[config.mk]
export PLATFORM = sky130hd
export DESIGN_NAME = rv_instr_encoder_flat
export DESIGN_NICKNAME = d
export VERILOG_FILES = /design/src/rtl/rv_instr_encoder_if.sv /design/src/rtl/rv_instr_encoder.sv /design/src/flat_wrapper.sv
export SDC_FILE = /design/constraint.sdc
export NUM_CORES = 1
export LEC_CHECK = 0
export BUFFER_PORTS_ARGS = -buffer_cell sky130_fd_sc_hd__buf_2
export CAP_MARGIN = 5
export CORE_MARGIN = 4
export CORE_UTILIZATION = 55
export DETAILED_ROUTE_END_ITERATION = 12
export PLACE_DENSITY = 0.77
export SLEW_MARGIN = 20
export SYNTH_ARGS = -nofsm -noshare
export SYNTH_HDL_FRONTEND = slang
export SYNTH_SLANG_ARGS = --single-unit
[constraint.sdc]
create_clock -name clk -period 16.4 [get_ports clk]
set_clock_uncertainty 0.2 [all_clocks]
set_input_delay 0.82 -clock clk [delete_from_list [all_inputs] [get_ports clk]]
set_output_delay 0.82 -clock clk [all_outputs]
set_load 0.1 [all_outputs]
[src/rtl/rv_instr_encoder_if.sv]
// Field-bundle input and encoded-word output bundle of the RV32I encoder.
// The slave modport is the encoder's view; master is the producer/consumer view.
interface rv_instr_encoder_if #(
    parameter int CNT_W = 16
) ();
    logic             in_valid;
    logic             in_ready;
    logic [6:0]       op;
    logic [2:0]       funct3;
    logic             funct7b5;
    logic [4:0]       rd;
    logic [4:0]       rs1;
    logic [4:0]       rs2;
    logic [31:0]      imm;
    logic             out_valid;
    logic             out_ready;
    logic [31:0]      instr;
    logic             err;
    logic [CNT_W-1:0] enc_count;

    modport slave (
        input  in_valid, op, funct3, funct7b5, rd, rs1, rs2, imm, out_ready,
        output in_ready, out_valid, instr, err, enc_count
    );

    modport master (
        output in_valid, op, funct3, funct7b5, rd, rs1, rs2, imm, out_ready,
        input  in_ready, out_valid, instr, err, enc_count
    );
endinterface

[src/rtl/rv_instr_encoder.sv]
// Sequential RV32I instruction encoder: packs decoded fields into machine
// words and queues them in a small output FIFO.
// Optional immediate range checking is enabled with macro RV_ENC_RANGE_CHECK_EN;
// without it, immediates are silently truncated to the format bits.
module rv_instr_encoder #(
    parameter int DEPTH = 4,
    parameter int CNT_W = 16
) (
    input  logic               clk,
    input  logic               reset,
    rv_instr_encoder_if.slave  bus
);
    localparam int PTR_W = $clog2(DEPTH);
    localparam int OCC_W = PTR_W + 1;

    localparam logic [6:0] OP_R     = 7'b0110011;
    localparam logic [6:0] OP_IMM   = 7'b0010011;
    localparam logic [6:0] OP_LOAD  = 7'b0000011;
    localparam logic [6:0] OP_JALR  = 7'b1100111;
    localparam logic [6:0] OP_STORE = 7'b0100011;
    localparam logic [6:0] OP_BR    = 7'b1100011;
    localparam logic [6:0] OP_LUI   = 7'b0110111;
    localparam logic [6:0] OP_AUIPC = 7'b0010111;
    localparam logic [6:0] OP_JAL   = 7'b1101111;

`ifdef RV_ENC_RANGE_CHECK_EN
    // True when the given upper slice is a pure sign extension.
    function automatic logic all_same(input logic [20:0] v, input logic [4:0] w);
        logic ones;
        logic zeros;
        ones  = 1'b1;
        zeros = 1'b1;
        for (int i = 0; i < 21; i++) begin
            if (i < int'(w)) begin
                ones  = ones & v[i];
                zeros = zeros & ~v[i];
            end else begin
                ones  = ones;
                zeros = zeros;
            end
        end
        return ones | zeros;
    endfunction

    // True when the immediate fits the format selected by op/funct3.
    function automatic logic imm_fits(input logic [6:0] op, input logic [2:0] f3,
                                      input logic [31:0] imm);
        logic ok;
        ok = 1'b1;
        case (op)
            OP_IMM: begin
                if (f3 == 3'b001 || f3 == 3'b101) begin
                    ok = (imm[11:5] == 7'd0);
                end else begin
                    ok = all_same(imm[31:11], 5'd21);
                end
            end
            OP_LOAD, OP_JALR, OP_STORE: ok = all_same(imm[31:11], 5'd21);
            OP_BR:                      ok = all_same({1'b0, imm[31:12]}, 5'd20) & ~imm[0];
            OP_JAL:                     ok = all_same({9'd0, imm[31:20]}, 5'd12) & ~imm[0];
            OP_LUI, OP_AUIPC:           ok = (imm[11:0] == 12'd0);
            default:                    ok = 1'b1;
        endcase
        return ok;
    endfunction
`endif

    logic [31:0]      word_s;
    logic             legal_s;
    logic             push_ok_s;
    logic             accept_s;
    logic             push_s;
    logic             pop_s;
    logic [OCC_W-1:0] occ_next_s;
    logic [OCC_W-1:0] occ_after_pop_s;
    logic [PTR_W-1:0] rd_ptr_next_s;
    logic [31:0]      head_next_s;

    logic [31:0]      mem_r [DEPTH];
    logic [PTR_W-1:0] wr_ptr_r;
    logic [PTR_W-1:0] rd_ptr_r;
    logic [OCC_W-1:0] occ_r;
    logic             in_ready_r;
    logic             out_valid_r;
    logic [31:0]      instr_r;
    logic             err_r;
    logic [CNT_W-1:0] enc_count_r;

    // Pack the incoming field bundle into a machine word and flag legal opcodes.
    always_comb begin
        word_s  = 32'd0;
        legal_s = 1'b1;
        case (bus.op)
            OP_R: word_s = {1'b0, bus.funct7b5, 5'b00000, bus.rs2, bus.rs1,
                            bus.funct3, bus.rd, bus.op};
            OP_IMM: begin
                if (bus.funct3 == 3'b001 || bus.funct3 == 3'b101) begin
                    word_s = {1'b0, bus.funct7b5, 5'b00000, bus.imm[4:0], bus.rs1,
                              bus.funct3, bus.rd, bus.op};
                end else begin
                    word_s = {bus.imm[11:0], bus.rs1, bus.funct3, bus.rd, bus.op};
                end
            end
            OP_LOAD:  word_s = {bus.imm[11:0], bus.rs1, bus.funct3, bus.rd, bus.op};
            OP_JALR:  word_s = {bus.imm[11:0], bus.rs1, 3'b000, bus.rd, bus.op};
            OP_STORE: word_s = {bus.imm[11:5], bus.rs2, bus.rs1, bus.funct3,
                                bus.imm[4:0], bus.op};
            OP_BR:    word_s = {bus.imm[12], bus.imm[10:5], bus.rs2, bus.rs1, bus.funct3,
                                bus.imm[4:1], bus.imm[11], bus.op};
            OP_LUI, OP_AUIPC: word_s = {bus.imm[31:12], bus.rd, bus.op};
            OP_JAL:   word_s = {bus.imm[20], bus.imm[10:1], bus.imm[11], bus.imm[19:12],
                                bus.rd, bus.op};
            default:  legal_s = 1'b0;
        endcase
    end

    // Decide whether an accepted bundle becomes a FIFO word or an error pulse.
    always_comb begin
`ifdef RV_ENC_RANGE_CHECK_EN
        push_ok_s = legal_s & imm_fits(bus.op, bus.funct3, bus.imm);
`else
        push_ok_s = legal_s;
`endif
        accept_s = bus.in_valid & in_ready_r;
        push_s   = accept_s & push_ok_s;
        pop_s    = out_valid_r & bus.out_ready;
    end

    // Next occupancy, read pointer and head word after this cycle's push/pop.
    always_comb begin
        occ_next_s = occ_r;
        case ({push_s, pop_s})
            2'b10:   occ_next_s = occ_r + OCC_W'(1);
            2'b01:   occ_next_s = occ_r - OCC_W'(1);
            default: occ_next_s = occ_r;
        endcase
        if (pop_s) begin
            occ_after_pop_s = occ_r - OCC_W'(1);
            rd_ptr_next_s   = rd_ptr_r + PTR_W'(1);
        end else begin
            occ_after_pop_s = occ_r;
            rd_ptr_next_s   = rd_ptr_r;
        end
        // A word pushed into an otherwise empty FIFO bypasses storage to the head.
        if (occ_next_s == OCC_W'(0)) begin
            head_next_s = 32'd0;
        end else if (occ_after_pop_s == OCC_W'(0)) begin
            head_next_s = word_s;
        end else begin
            head_next_s = mem_r[rd_ptr_next_s];
        end
    end

    // FIFO storage write on push.
    always_ff @(posedge clk or posedge reset) begin
        if (reset) begin
            for (int i = 0; i < DEPTH; i++) begin
                mem_r[i] <= 32'd0;
            end
        end else if (push_s) begin
            mem_r[wr_ptr_r] <= word_s;
        end
    end

    // Pointers, occupancy, registered handshake/status outputs and word counter.
    always_ff @(posedge clk or posedge reset) begin
        if (reset) begin
            wr_ptr_r    <= PTR_W'(0);
            rd_ptr_r    <= PTR_W'(0);
            occ_r       <= OCC_W'(0);
            in_ready_r  <= 1'b1;
            out_valid_r <= 1'b0;
            instr_r     <= 32'd0;
            err_r       <= 1'b0;
            enc_count_r <= CNT_W'(0);
        end else begin
            if (push_s) begin
                wr_ptr_r    <= wr_ptr_r + PTR_W'(1);
                enc_count_r <= enc_count_r + CNT_W'(1);
            end
            rd_ptr_r    <= rd_ptr_next_s;
            occ_r       <= occ_next_s;
            in_ready_r  <= (occ_next_s != OCC_W'(DEPTH));
            out_valid_r <= (occ_next_s != OCC_W'(0));
            instr_r     <= head_next_s;
            err_r       <= accept_s & ~push_ok_s;
        end
    end

    assign bus.in_ready  = in_ready_r;
    assign bus.out_valid = out_valid_r;
    assign bus.instr     = instr_r;
    assign bus.err       = err_r;
    assign bus.enc_count = enc_count_r;
endmodule

[src/flat_wrapper.sv]
// flat-port wrapper written by rule: the top's interface ports become plain ports
module rv_instr_encoder_flat 
#(
    parameter int DEPTH = 4,
    parameter int CNT_W = 16
)
  (clk, reset, bus_in_valid, bus_op, bus_funct3, bus_funct7b5, bus_rd, bus_rs1, bus_rs2, bus_imm, bus_out_ready, bus_in_ready, bus_out_valid, bus_instr, bus_err, bus_enc_count);
  rv_instr_encoder_if #(.CNT_W(CNT_W)) bus_i ();
  input  logic clk;
  input  logic reset;
  input wire logic [$bits(bus_i.in_valid)-1:0] bus_in_valid;
  input wire logic [$bits(bus_i.op)-1:0] bus_op;
  input wire logic [$bits(bus_i.funct3)-1:0] bus_funct3;
  input wire logic [$bits(bus_i.funct7b5)-1:0] bus_funct7b5;
  input wire logic [$bits(bus_i.rd)-1:0] bus_rd;
  input wire logic [$bits(bus_i.rs1)-1:0] bus_rs1;
  input wire logic [$bits(bus_i.rs2)-1:0] bus_rs2;
  input wire logic [$bits(bus_i.imm)-1:0] bus_imm;
  input wire logic [$bits(bus_i.out_ready)-1:0] bus_out_ready;
  output wire logic [$bits(bus_i.in_ready)-1:0] bus_in_ready;
  output wire logic [$bits(bus_i.out_valid)-1:0] bus_out_valid;
  output wire logic [$bits(bus_i.instr)-1:0] bus_instr;
  output wire logic [$bits(bus_i.err)-1:0] bus_err;
  output wire logic [$bits(bus_i.enc_count)-1:0] bus_enc_count;
  assign bus_i.in_valid = bus_in_valid;
  assign bus_i.op = bus_op;
  assign bus_i.funct3 = bus_funct3;
  assign bus_i.funct7b5 = bus_funct7b5;
  assign bus_i.rd = bus_rd;
  assign bus_i.rs1 = bus_rs1;
  assign bus_i.rs2 = bus_rs2;
  assign bus_i.imm = bus_imm;
  assign bus_i.out_ready = bus_out_ready;
  assign bus_in_ready = bus_i.in_ready;
  assign bus_out_valid = bus_i.out_valid;
  assign bus_instr = bus_i.instr;
  assign bus_err = bus_i.err;
  assign bus_enc_count = bus_i.enc_count;
  rv_instr_encoder #(.DEPTH(DEPTH), .CNT_W(CNT_W)) u_core (.clk(clk), .reset(reset), .bus(bus_i));
endmodule
==> reports/results.txt <==
status = complete, no violations
Avg Cell Area, Syn = 11.10 sq um
final WL = 20210 um
Synth Area in Compound Gates = 16.55%
mux cell area share after synthesis = 8.817%
Primary FF master, synth = dfrtp_1
max frequency = 0.2453 GHz
Root Driver = clkbuf_16
Vias/cell = 5.905
DR WL/cell = 19.10 um
Worst Setup EP = u_core.bus.instr[21]$_DFF_PP0_
largest net degree at the start of global routing = 105
worst hold stages = 1
Cells after Synth = 768
fin crit period = 4.076 ns
Reg2Reg Setup Slack = 12.76 ns
Ys Warns = 0
PwrDens = 159.6 mW/mm^2
Synthesized Nets = 839
hold crit path type = reg -> reg
ANT cells = 0
CTS Buf Count = 17
vias in the first global route = 6314
htree depth = 4
IO Pins = 113
vias = 6247
Netlist cell types = 66
Final Util = 64.11%
post-route cell area = 0.009746 sq mm
commonest non-fill, non-tap cells in the layout = 185 x dfrtp_1, 138 x nand2_1, 127 x o21ai_0
ys async rst share = 100.0%
remaining global-route overflow = 0
initial antenna violation count = 0
core area = 0.01520 sq mm
fin. max-slew vios = 0
Post-CTS Hold Buffers = 0
CTS tree = done
hpwl dp = 12960 um
Yosys top cell area share = 54.28%
synth top area cells = dfrtp_1 54%, mux4_2 8.5%, o21ai_0 7.5%
# DRC = 0
commonest non-fill, non-tap cell in the layout = dfrtp_1
Post-Synth Adder-Cell Area = 1.320%
Post-synth EDFFs = 0
post-synthesis sequential area ratio = 54.59%
clock sinks = 186
Tcrit/Tclk final = 24.86%
CP peak stage delay = 0.55 ns
Register-to-Register Path Depth = 9
first-pass iteration count of the detailed router = 5
row cnt = 45
Worst Setup End Kind = flip-flop
Arr. time, crit path = 4.14 ns
Starting Density = 56.10%
Horiz. Die Dim = 132.5 um
Cell Chain, Critical Path = buf_2 > and4bb_4 > o21a_1 > o21ai_4 > ha_1 > nor3b_1 > o21a_1 > nand2b_1 > a211oi_4 > buf_4 > a211oi_1
Final Hold Viols = 0
DIE AREA = 0.01756 sq mm
Total GRT Usage = 23.97%
Starting DRT DRC Count = 496
Slew headroom = 31.44%
CTS Buffer Depth = 2
CTS-repair resized insts = 0
first-pass GRT wire length = 33110 um
Critical Path Slowest Stage Cell = o21a_1
layout cells sized above 1 = 24.60%
WS Path Type = in -> reg
Post-Synth Simple-Gate Area = 12.57%
Layout area overhead = 14.28%
Max-Cap Viols = 0
reg2reg end = u_core.bus.instr[21]$_DFF_PP0_
count of input and output buffers = 112
CP Max Fanout = 24
Placer Congestion = 0.8528
clk_lat worst skew = 0.43 ns
Critical Path Start = bus_op[6]
fin nets = 928
PnR worst setup slack = 12.32 ns
main combinational cell family by area after synthesis = compound AO/OA/AOI/OAI gates
final setup violation count = 0
post-route antenna net violation count = 0
Sum Neg Setup Slack = 0 ns
number of synthesized register bits = 186
DP Worst Slack = 11.92 ns
Reg clk slew, reported paths = 0.07 ns
Netlist Area Pre-Place = 0.008528 sq mm
startpoint types = primary input
dpl cell area = 0.009174 sq mm
# fillers = 1201
Least-Margin Pin Slew = 1.028 ns
RSZ-0062 raised after global routing = false
Die Ht = 132.5 um
Max VDD drop = 0.0001441 V
# Post-CTS Setup Buffers = 0
post-synthesis xor/xnor area fraction = 2.171%
LEAKAGE = 4.457 nW
dominant cell type by area after synthesis = dfrtp_1
Critical Path RT = 16.46 ns
cell mode on critical path = o21a_1
RR Startpoint = u_core.bus.in_ready$_DFF_PP1_
synth_stat cells, types with 3 or more instances:
library cell  number
a22oi_1           19
o21ai_0          127
a211oi_1          25
and4_1             4
dfrtp_1          185
and2_1             3
xnor2_1           11
ha_1               9
buf_2              9
nor3_1             4
buf_4              6
nand4_1            3
mux4_2            32
nor2_1            37
nand2_1          138
o211ai_2           4
clkbuf_1          28
inv_1             11
nand3_1            7
buf_6              7
nand2b_1          17
xor2_1             7
and3_1             8
a21oi_1           12
nor2b_1            4
a222oi_1           4
registers in the layout (all words and copies together), names as in the netlist:
signal and count:
u_core.mem_r 128, u_core.bus.instr 32, u_core.bus.enc_count 16, u_core.occ_r 3
u_core.rd_ptr_r 2, u_core.wr_ptr_r 2, u_core.bus.err 1, u_core.bus.in_ready 1
u_core.bus.out_valid 1
final cells by class:
type	count	area, sq um	share of cell area, %
Sequential cell	186	4656	47.77
Clock inverter	15	142.6	1.464
Multi-Input combinational cell	518	3598	36.92
Inverter	13	56.30	0.5777
Tap cell	188	235.2	2.414
Clock buffer	17	425.4	4.365
Timing Repair Buffer	121	631.9	6.484
worst min-delay path by stage:
stage                                  from                            to  slack, ns
2_1_floorplan  u_core.mem_r[64]$_DFFE_PP0P_  u_core.mem_r[64]$_DFFE_PP0P_       0.23
3_5_place_dp    u_core.mem_r[1]$_DFFE_PP0P_   u_core.mem_r[1]$_DFFE_PP0P_       0.25
5_1_grt        u_core.mem_r[32]$_DFFE_PP0P_  u_core.mem_r[32]$_DFFE_PP0P_       0.28
3_3_place_gp   u_core.mem_r[33]$_DFFE_PP0P_  u_core.mem_r[33]$_DFFE_PP0P_       0.25
6_report       u_core.mem_r[33]$_DFFE_PP0P_  u_core.mem_r[33]$_DFFE_PP0P_       0.27
4_1_cts         u_core.mem_r[1]$_DFFE_PP0P_   u_core.mem_r[1]$_DFFE_PP0P_       0.27
logic make-up (layout without fill, tap and decap cells):
kind of cell,count (synthesis),after routing
buf+inv,64,166
fa+ha+maj,9,9
compound gates,220,220
simple gates,235,235
flops,186,186
xor+xnor,19,19
mux,35,35
through the flow:
step	total power [mW]	hold WS, ns	std cells
3_5_place_dp	1.169	0.2501	1026
2_1_floorplan	1.054	0.2287	768
4_1_cts	1.568	0.2699	1058
6_report	1.555	0.2697	1058
5_1_grt	1.629	0.2808	1058
3_3_place_gp	1.159	0.2458	1026
routing by layer:
metal	vias to the layer above	global-route usage [%]	wire [um]
li1	2919	-	-
met1	3093	32.18	8696
met2	209	38.29	9900
met3	26	6.806	1208
met4	0	7.564	408
met5	-	0	0
report_power, final:
| part | total [mW] | internal (mW) | switching, mW |
|---|---|---|---|
| Sequential | 0.553 | 0.515 | 0.0380 |
| Clock | 0.394 | 0.212 | 0.182 |
| Combinational | 0.608 | 0.170 | 0.438 |
worst max-delay path: cells and delay by family:
kind	cells	cell delay [ns]
AOI/OAI and AO/OA	5	1.53
and+or+nand+nor	3	0.67
buffers and inverters	2	0.60
adders and majority gates	1	0.49
No activity file was read; power rests on OpenSTA's default activity.
